### config.mk
export PLATFORM = sky130hd
export DESIGN_NAME = imag_send
export DESIGN_NICKNAME = d
export VERILOG_FILES = /design/src/rtl/imag_send.sv
export SDC_FILE = /design/constraint.sdc
export NUM_CORES = 1
export LEC_CHECK = 0
export ABC_CLOCK_PERIOD_IN_PS = 1800
export CAP_MARGIN = 30
export CORE_MARGIN = 2
export CORE_UTILIZATION = 48
export DETAILED_ROUTE_END_ITERATION = 8
export PLACE_DENSITY = 0.75
export SLEW_MARGIN = 20
export SYNTH_ARGS = -nofsm -noshare
export SYNTH_HDL_FRONTEND = slang
export SYNTH_SLANG_ARGS = --single-unit
### constraint.sdc
create_clock -name clk -period 1.8 [get_ports clk]
set_input_delay 0.36 -clock clk [delete_from_list [all_inputs] [get_ports clk]]
set_output_delay 0.36 -clock clk [all_outputs]
set_load 0.1 [all_outputs]
### src/rtl/imag_send.sv
// imag_send: replays one stored 8-bit frame from a RAM read port as a start/work/data stream; om_work trails ram_rd_en by RAM_LAT, no backpressure.
// Define IMAG_SEND_PATTERN_EN to replace RAM data with an (x + y) mod 256 test pattern.
module imag_send #(
    parameter int IMG_W   = 640,
    parameter int IMG_H   = 480,
    parameter int ADDR_W  = 19,
    parameter int RAM_LAT = 1,
    parameter int H_GAP   = 2,
    parameter int F_GAP   = 3
) (
    input  logic              clk,
    input  logic              rst,
    input  logic              im_trig,
    output logic              busy,
    output logic              frame_done,
    output logic              ram_rd_en,
    output logic [ADDR_W-1:0] ram_addr,
    input  logic [7:0]        ram_dout,
    output logic              om_start,
    output logic              om_work,
    output logic [7:0]        om_data
);
    localparam int XW = (IMG_W > 1) ? $clog2(IMG_W) : 1;
    localparam int YW = (IMG_H > 1) ? $clog2(IMG_H) : 1;
    localparam int CW = $clog2(F_GAP + RAM_LAT + H_GAP + 1);

    typedef enum logic [2:0] {IDLE, PRE, LINE, HGAP, POST, DONE} state_t;

    state_t              state, state_nxt;
    logic [XW-1:0]       x;
    logic [YW-1:0]       y;
    logic [CW-1:0]       cnt;
    logic [RAM_LAT-1:0]  work_sr;
    logic [7:0]          data_hold;
    logic [7:0]          pix_src;
    logic                x_last, y_last;
    logic                pattern;

    assign x_last = (x == XW'(IMG_W - 1));
    assign y_last = (y == YW'(IMG_H - 1));

    always_comb begin
        state_nxt  = state;
        busy       = 1'b0;
        om_start   = 1'b0;
        frame_done = 1'b0;
        ram_rd_en  = 1'b0;
        unique case (state)
            IDLE: if (im_trig) state_nxt = PRE;
            PRE:  if (cnt == CW'(F_GAP - 1)) state_nxt = LINE;
            LINE: if (x_last) state_nxt = y_last ? POST : HGAP;
            HGAP: if (cnt == CW'(H_GAP - 1)) state_nxt = LINE;
            POST: if (cnt == CW'(F_GAP + RAM_LAT - 1)) state_nxt = DONE;
            DONE: state_nxt = IDLE;
            default: state_nxt = IDLE;
        endcase
        if (state != IDLE && state != DONE) begin
            busy     = 1'b1;
            om_start = 1'b1;
        end
        frame_done = (state == DONE);
        ram_rd_en  = (state == LINE) && !pattern;
    end

    always_ff @(posedge clk) begin
        if (rst) state <= IDLE;
        else     state <= state_nxt;
    end

    always_ff @(posedge clk) begin
        if (rst) begin
            x        <= '0;
            y        <= '0;
            cnt      <= '0;
            ram_addr <= '0;
        end else begin
            if (state_nxt != state || state == IDLE) cnt <= '0;
            else                                     cnt <= cnt + 1'b1;
            case (state)
                IDLE: if (im_trig) begin
                    x        <= '0;
                    y        <= '0;
                    ram_addr <= '0;
                end
                LINE: begin
                    ram_addr <= ram_addr + 1'b1;
                    x        <= x_last ? '0 : x + 1'b1;
                end
                HGAP: if (state_nxt == LINE) y <= y + 1'b1;
                default: ;
            endcase
        end
    end

    // The read strobe is delayed to line up with the returning RAM word.
    always_ff @(posedge clk) begin
        if (rst) begin
            work_sr   <= '0;
            data_hold <= '0;
        end else begin
            work_sr[0] <= (state == LINE);
            for (int i = 1; i < RAM_LAT; i++) work_sr[i] <= work_sr[i-1];
            if (om_work) data_hold <= pix_src;
        end
    end

`ifdef IMAG_SEND_PATTERN_EN
    logic [7:0] pat_sr [RAM_LAT];
    logic       unused_dout;

    assign pattern     = 1'b1;
    assign unused_dout = ^ram_dout;
    assign pix_src     = pat_sr[RAM_LAT-1];

    always_ff @(posedge clk) begin
        if (rst) begin
            for (int i = 0; i < RAM_LAT; i++) pat_sr[i] <= '0;
        end else begin
            pat_sr[0] <= 8'(x) + 8'(y);
            for (int i = 1; i < RAM_LAT; i++) pat_sr[i] <= pat_sr[i-1];
        end
    end
`else
    assign pattern = 1'b0;
    assign pix_src = ram_dout;
`endif

    assign om_work = work_sr[RAM_LAT-1];
    // Live word on work cycles, last word otherwise.
    assign om_data = om_work ? pix_src : data_hold;

endmodule
==> summary.txt <==
Clocking
  – Hold-fix buffers at CTS: 0
  – Buffer type at the clock tree root: sky130_fd_sc_hd__clkbuf_8
  – Number of levels in the clock H-tree: 2
  – Clock buffers created by TritonCTS: 5
  – Bufs on Longest Clock Path: 2
  – TritonCTS clock tree: yes
  – Skew-Pair Late Insertion Delay: 310 ps
  – Count of clock tree sinks: 53
  – Clk pin slew, worst setup/hold paths: 100 ps

Run status
  – Status: finished, violations left
  – Violated checks: negative setup slack

STA
  – Transition time at the pin with the least slew margin: 382 ps
  – Worst Skew: 5.18 ps
  – Setup repair after global routing missed its margin: true
  – Hold violation total from the final report: 0
  – Post-route worst setup slack: -34.1 ps
  – Setup_tns: -55.0 ps
  – Worst hold-check slack: 502 ps
  – Max Clk Rate: 0.545 GHz
  – Final critical-path share of the clock period: 102%
  – Period minus WS final: 1830 ps
  – Max-slew violation count: 0
  – Slew Limit Headroom: 74.4%
  – Endpoints failing setup: 2

Worst setup path
  – Required arrival time at the worst endpoint: 2000 ps
  – Maximum net fanout on the critical path: 3
  – Worst path slowest cell: sky130_fd_sc_hd__or4_1
  – Kind of end point of the critical path: flop
  – Crit path arrival time: 2030 ps
  – Gate family responsible for the most delay along the worst path: simple AND/OR/NAND/NOR gates
  – Startpoint types: flop
  – Worst path buffer plus inverter count: 0
  – Category of the critical setup timing path: reg2reg
  – Critical path cell sequence: ha_4 -> and4_4 -> nand4_1 -> or4_1 -> a211oi_1
  – Maximum cell stage delay along the critical path: 500 ps

Layout
  – Post-route non-filler standard cell count: 468
  – Share of layout cells above drive strength 1: 35.1%
  – Area added between synthesis and finish: 49.8%
  – Final instance area: 4120 sq um
  – Antenna diodes: 0
  – # nets final: 413

Synthesis
  – Fraction of registers with async set/reset: 0%
  – Share of synthesized area occupied by flip-flops and latches: 38.6%
  – Multiplexer area fraction after synthesis: 7.19%
  – Number of enable-type register cells in the synthesized netlist: 0
  – Synthesized-area fraction occupied by ao, oa, aoi and oai cells: 16.6%
  – Summed instance area of the synthesized netlist: 2750 sq um
  – Dominant register cell in the synthesized netlist: sky130_fd_sc_hd__dfxtp_1
  – Seq cells post-synth: 53
  – Average cell area after synthesis: 8.56 sq um
  – Post-synth cell types: 56
  – Yosys warning count: 0
  – Synthesized Nets: 339
  – Mapped Cells: 321
  – Area fraction in and, or, nand and nor cells after synthesis: 28.9%
  – Xor and xnor fraction of the mapped netlist area: 1.27%
  – Main combinational cell family by area after synthesis: simple AND/OR/NAND/NOR gates
  – Adder and majority gate portion of the synthesized area: 3.19%

Floorplan
  – Core Region: 5510 sq um
  – Starting Density: 49.9%
  – Total number of placement rows: 27
  – I/O pin count: 43
  – Die height: 79.7 um
  – Area of the die: 6350 sq um
  – Die Span X: 79.7 um

Placement
  – Placed cell areas: 3840 sq um
  – # port buffers: 42
  – RD Place Congestion: 0.851
  – Placed wire-length estimate after detailed placement: 5090 um
  – Placed Cells: 451

Pwr
  – Overall power after layout: 2.20 mW
  – Reg power frac: 52.9%
  – Sw Pwr: 0.505 mW
  – Power Density: 535 nW/um^2
  – Clock Power Share: 38.3%
  – Internal Power: 1.70 mW
  – Gate power share: 8.8%
  – Highest ir drop seen on vdd: 0.375 mV
  – Leakage power total: 1.50 nW
  – Net switching share of the total power: 22.9%

GRT
  – Number of global-route vias before repair: 2,735
  – Largest net degree at the start of global routing: 31
  – All-layer global routing usage: 24.5%
  – Final global-route overflow total: 0
  – Initial antenna violation count: 0
  – First-pass GRT wire length: 12,500 um

Detailed routing
  – Via density per instance: 6.01
  – Average detailed-routed wire length per instance: 16.2 um
  – DRC Markers: 0
  – Total vias in the final route: 2,815
  – Antenna-violating nets left: 0
  – Drt pass-1 iters: 6
  – First-iteration detailed-routing DRC count: 176
  – DRT Wirelength: 7570 um

Hold path
  – Worst hold path type: reg2reg

Job
  – Max-cap violations: 0
## cell usage after synthesis, types with 7 or more instances
| library cell | count | area (sq um) |
|---|---|---|
| sky130_fd_sc_hd__nor2b_1 | 10 | 62.6 |
| sky130_fd_sc_hd__ha_1 | 7 | 87.6 |
| sky130_fd_sc_hd__nand4_1 | 11 | 68.8 |
| sky130_fd_sc_hd__a21oi_1 | 25 | 125 |
| sky130_fd_sc_hd__or3_1 | 9 | 56.3 |
| sky130_fd_sc_hd__inv_1 | 9 | 33.8 |
| sky130_fd_sc_hd__o21ai_0 | 15 | 75.1 |
| sky130_fd_sc_hd__nand3_1 | 15 | 75.1 |
| sky130_fd_sc_hd__mux2_2 | 14 | 158 |
| sky130_fd_sc_hd__clkbuf_1 | 14 | 52.6 |
| sky130_fd_sc_hd__nand2_1 | 23 | 86.3 |
| sky130_fd_sc_hd__dfxtp_1 | 53 | 1060 |
| sky130_fd_sc_hd__nor2_1 | 27 | 101 |
## worst min-delay path, stage by stage, from the launching register on
cell                      delay [ps]
sky130_fd_sc_hd__dfxtp_1         350
sky130_fd_sc_hd__nand2_1          70
sky130_fd_sc_hd__nand2_1          50
## metrics by stage
| step | utilization [%] | setup slack (ps) |
|---|---|---|
| floorplan | - | -170 |
| global placement | 69.7 | -262 |
| detailed placement | 69.7 | -281 |
| CTS | 73.2 | -57.7 |
| global route | 74.8 | -78.2 |
| finish | 74.8 | -34.1 |
## power groups by stage
stage                     combinational (mW)  sequential, mW  clock (mW)
after detailed placement               0.181            1.19           0
after global placement                 0.177            1.19           0
after global routing                   0.207            1.17       0.904
final                                  0.193            1.17       0.844
after CTS                              0.184            1.17       0.853
after floorplan                        0.103            1.19           0
## layer usage
metal	wire length, um	track usage, %	up-vias
met4	95	7.24	0
li1	-	-	1344
met1	3180	29.4	1359
met5	0	0	-
met2	3860	43.0	102
met3	439	5.88	10
## what timing repair did
item,CTS,global route
buffers inserted,7,3
setup endpoints to repair,8,35
pin swaps,4,5
endpoints found under the hold margin,0,0
gates resized for setup,6,20
## layout by cell type (no fill, tap or decap), drive strengths merged, types with 2 or more instances in the layout
| cell type | n |
|---|---|
| nor4bb | 2 |
| and2 | 3 |
| nor4 | 3 |
| a41oi | 2 |
| mux2 | 14 |
| nor3b | 2 |
| a31oi | 4 |
| or4b | 2 |
| ha | 7 |
| buf | 75 |
| or4 | 6 |
| inv | 10 |
| o21ai | 15 |
| clkbuf | 7 |
| nor2b | 10 |
| nand4b | 3 |
| nand3b | 3 |
| nand2 | 23 |
| xor2 | 2 |
| mux2i | 4 |
| or3 | 9 |
| xnor2 | 2 |
| clkdlybuf4s50 | 10 |
| o211ai | 5 |
| nand2b | 3 |
| o2111ai | 3 |
| nor2 | 27 |
| a211oi | 3 |
| a22oi | 2 |
| nand3 | 15 |
| a311oi | 4 |
| and3 | 3 |
| nor3 | 4 |
| and4 | 5 |
| a21oi | 25 |
| nand4 | 11 |
| dfxtp | 53 |
## worst paths after layout
kind / startpoint / endpoint / slack (ps) / cells after the start
setup / recovery: y[0]$_SDFFE_PP0P_ / state[2]$_SDFF_PP0_ / -30 / 5
hold reg to reg: x[9]$_SDFFE_PP0P_ / x[9]$_SDFFE_PP0P_ / 500 / 2
setup reg to reg: y[0]$_SDFFE_PP0P_ / state[2]$_SDFF_PP0_ / -30 / 5
hold / removal: x[9]$_SDFFE_PP0P_ / x[9]$_SDFFE_PP0P_ / 500 / 2
## sequential cells by signal, summed over array words and instances, names as in the netlist
signal,cells
cnt,3
x,10
y,9
data_hold,8
state,3
om_work,1
ram_addr,19
## logic make-up after synthesis
logic type,Yosys count
simple gates,139
compound gates,72
flops,53
buf+inv,28
mux,18
fa+ha+maj,7
xor+xnor,4
## layout make-up
cell class / instances / area (sq um)
multi-input combinational: 240 / 1690
fill: 361 / 1390
sequential: 53 / 1110
timing repair buffer: 85 / 1070
tap: 72 / 90.1
clock buffer: 7 / 86.3
inverter: 10 / 45.0
clock inverter: 1 / 30.0
Note: power is estimated with default switching activity, not from simulation.
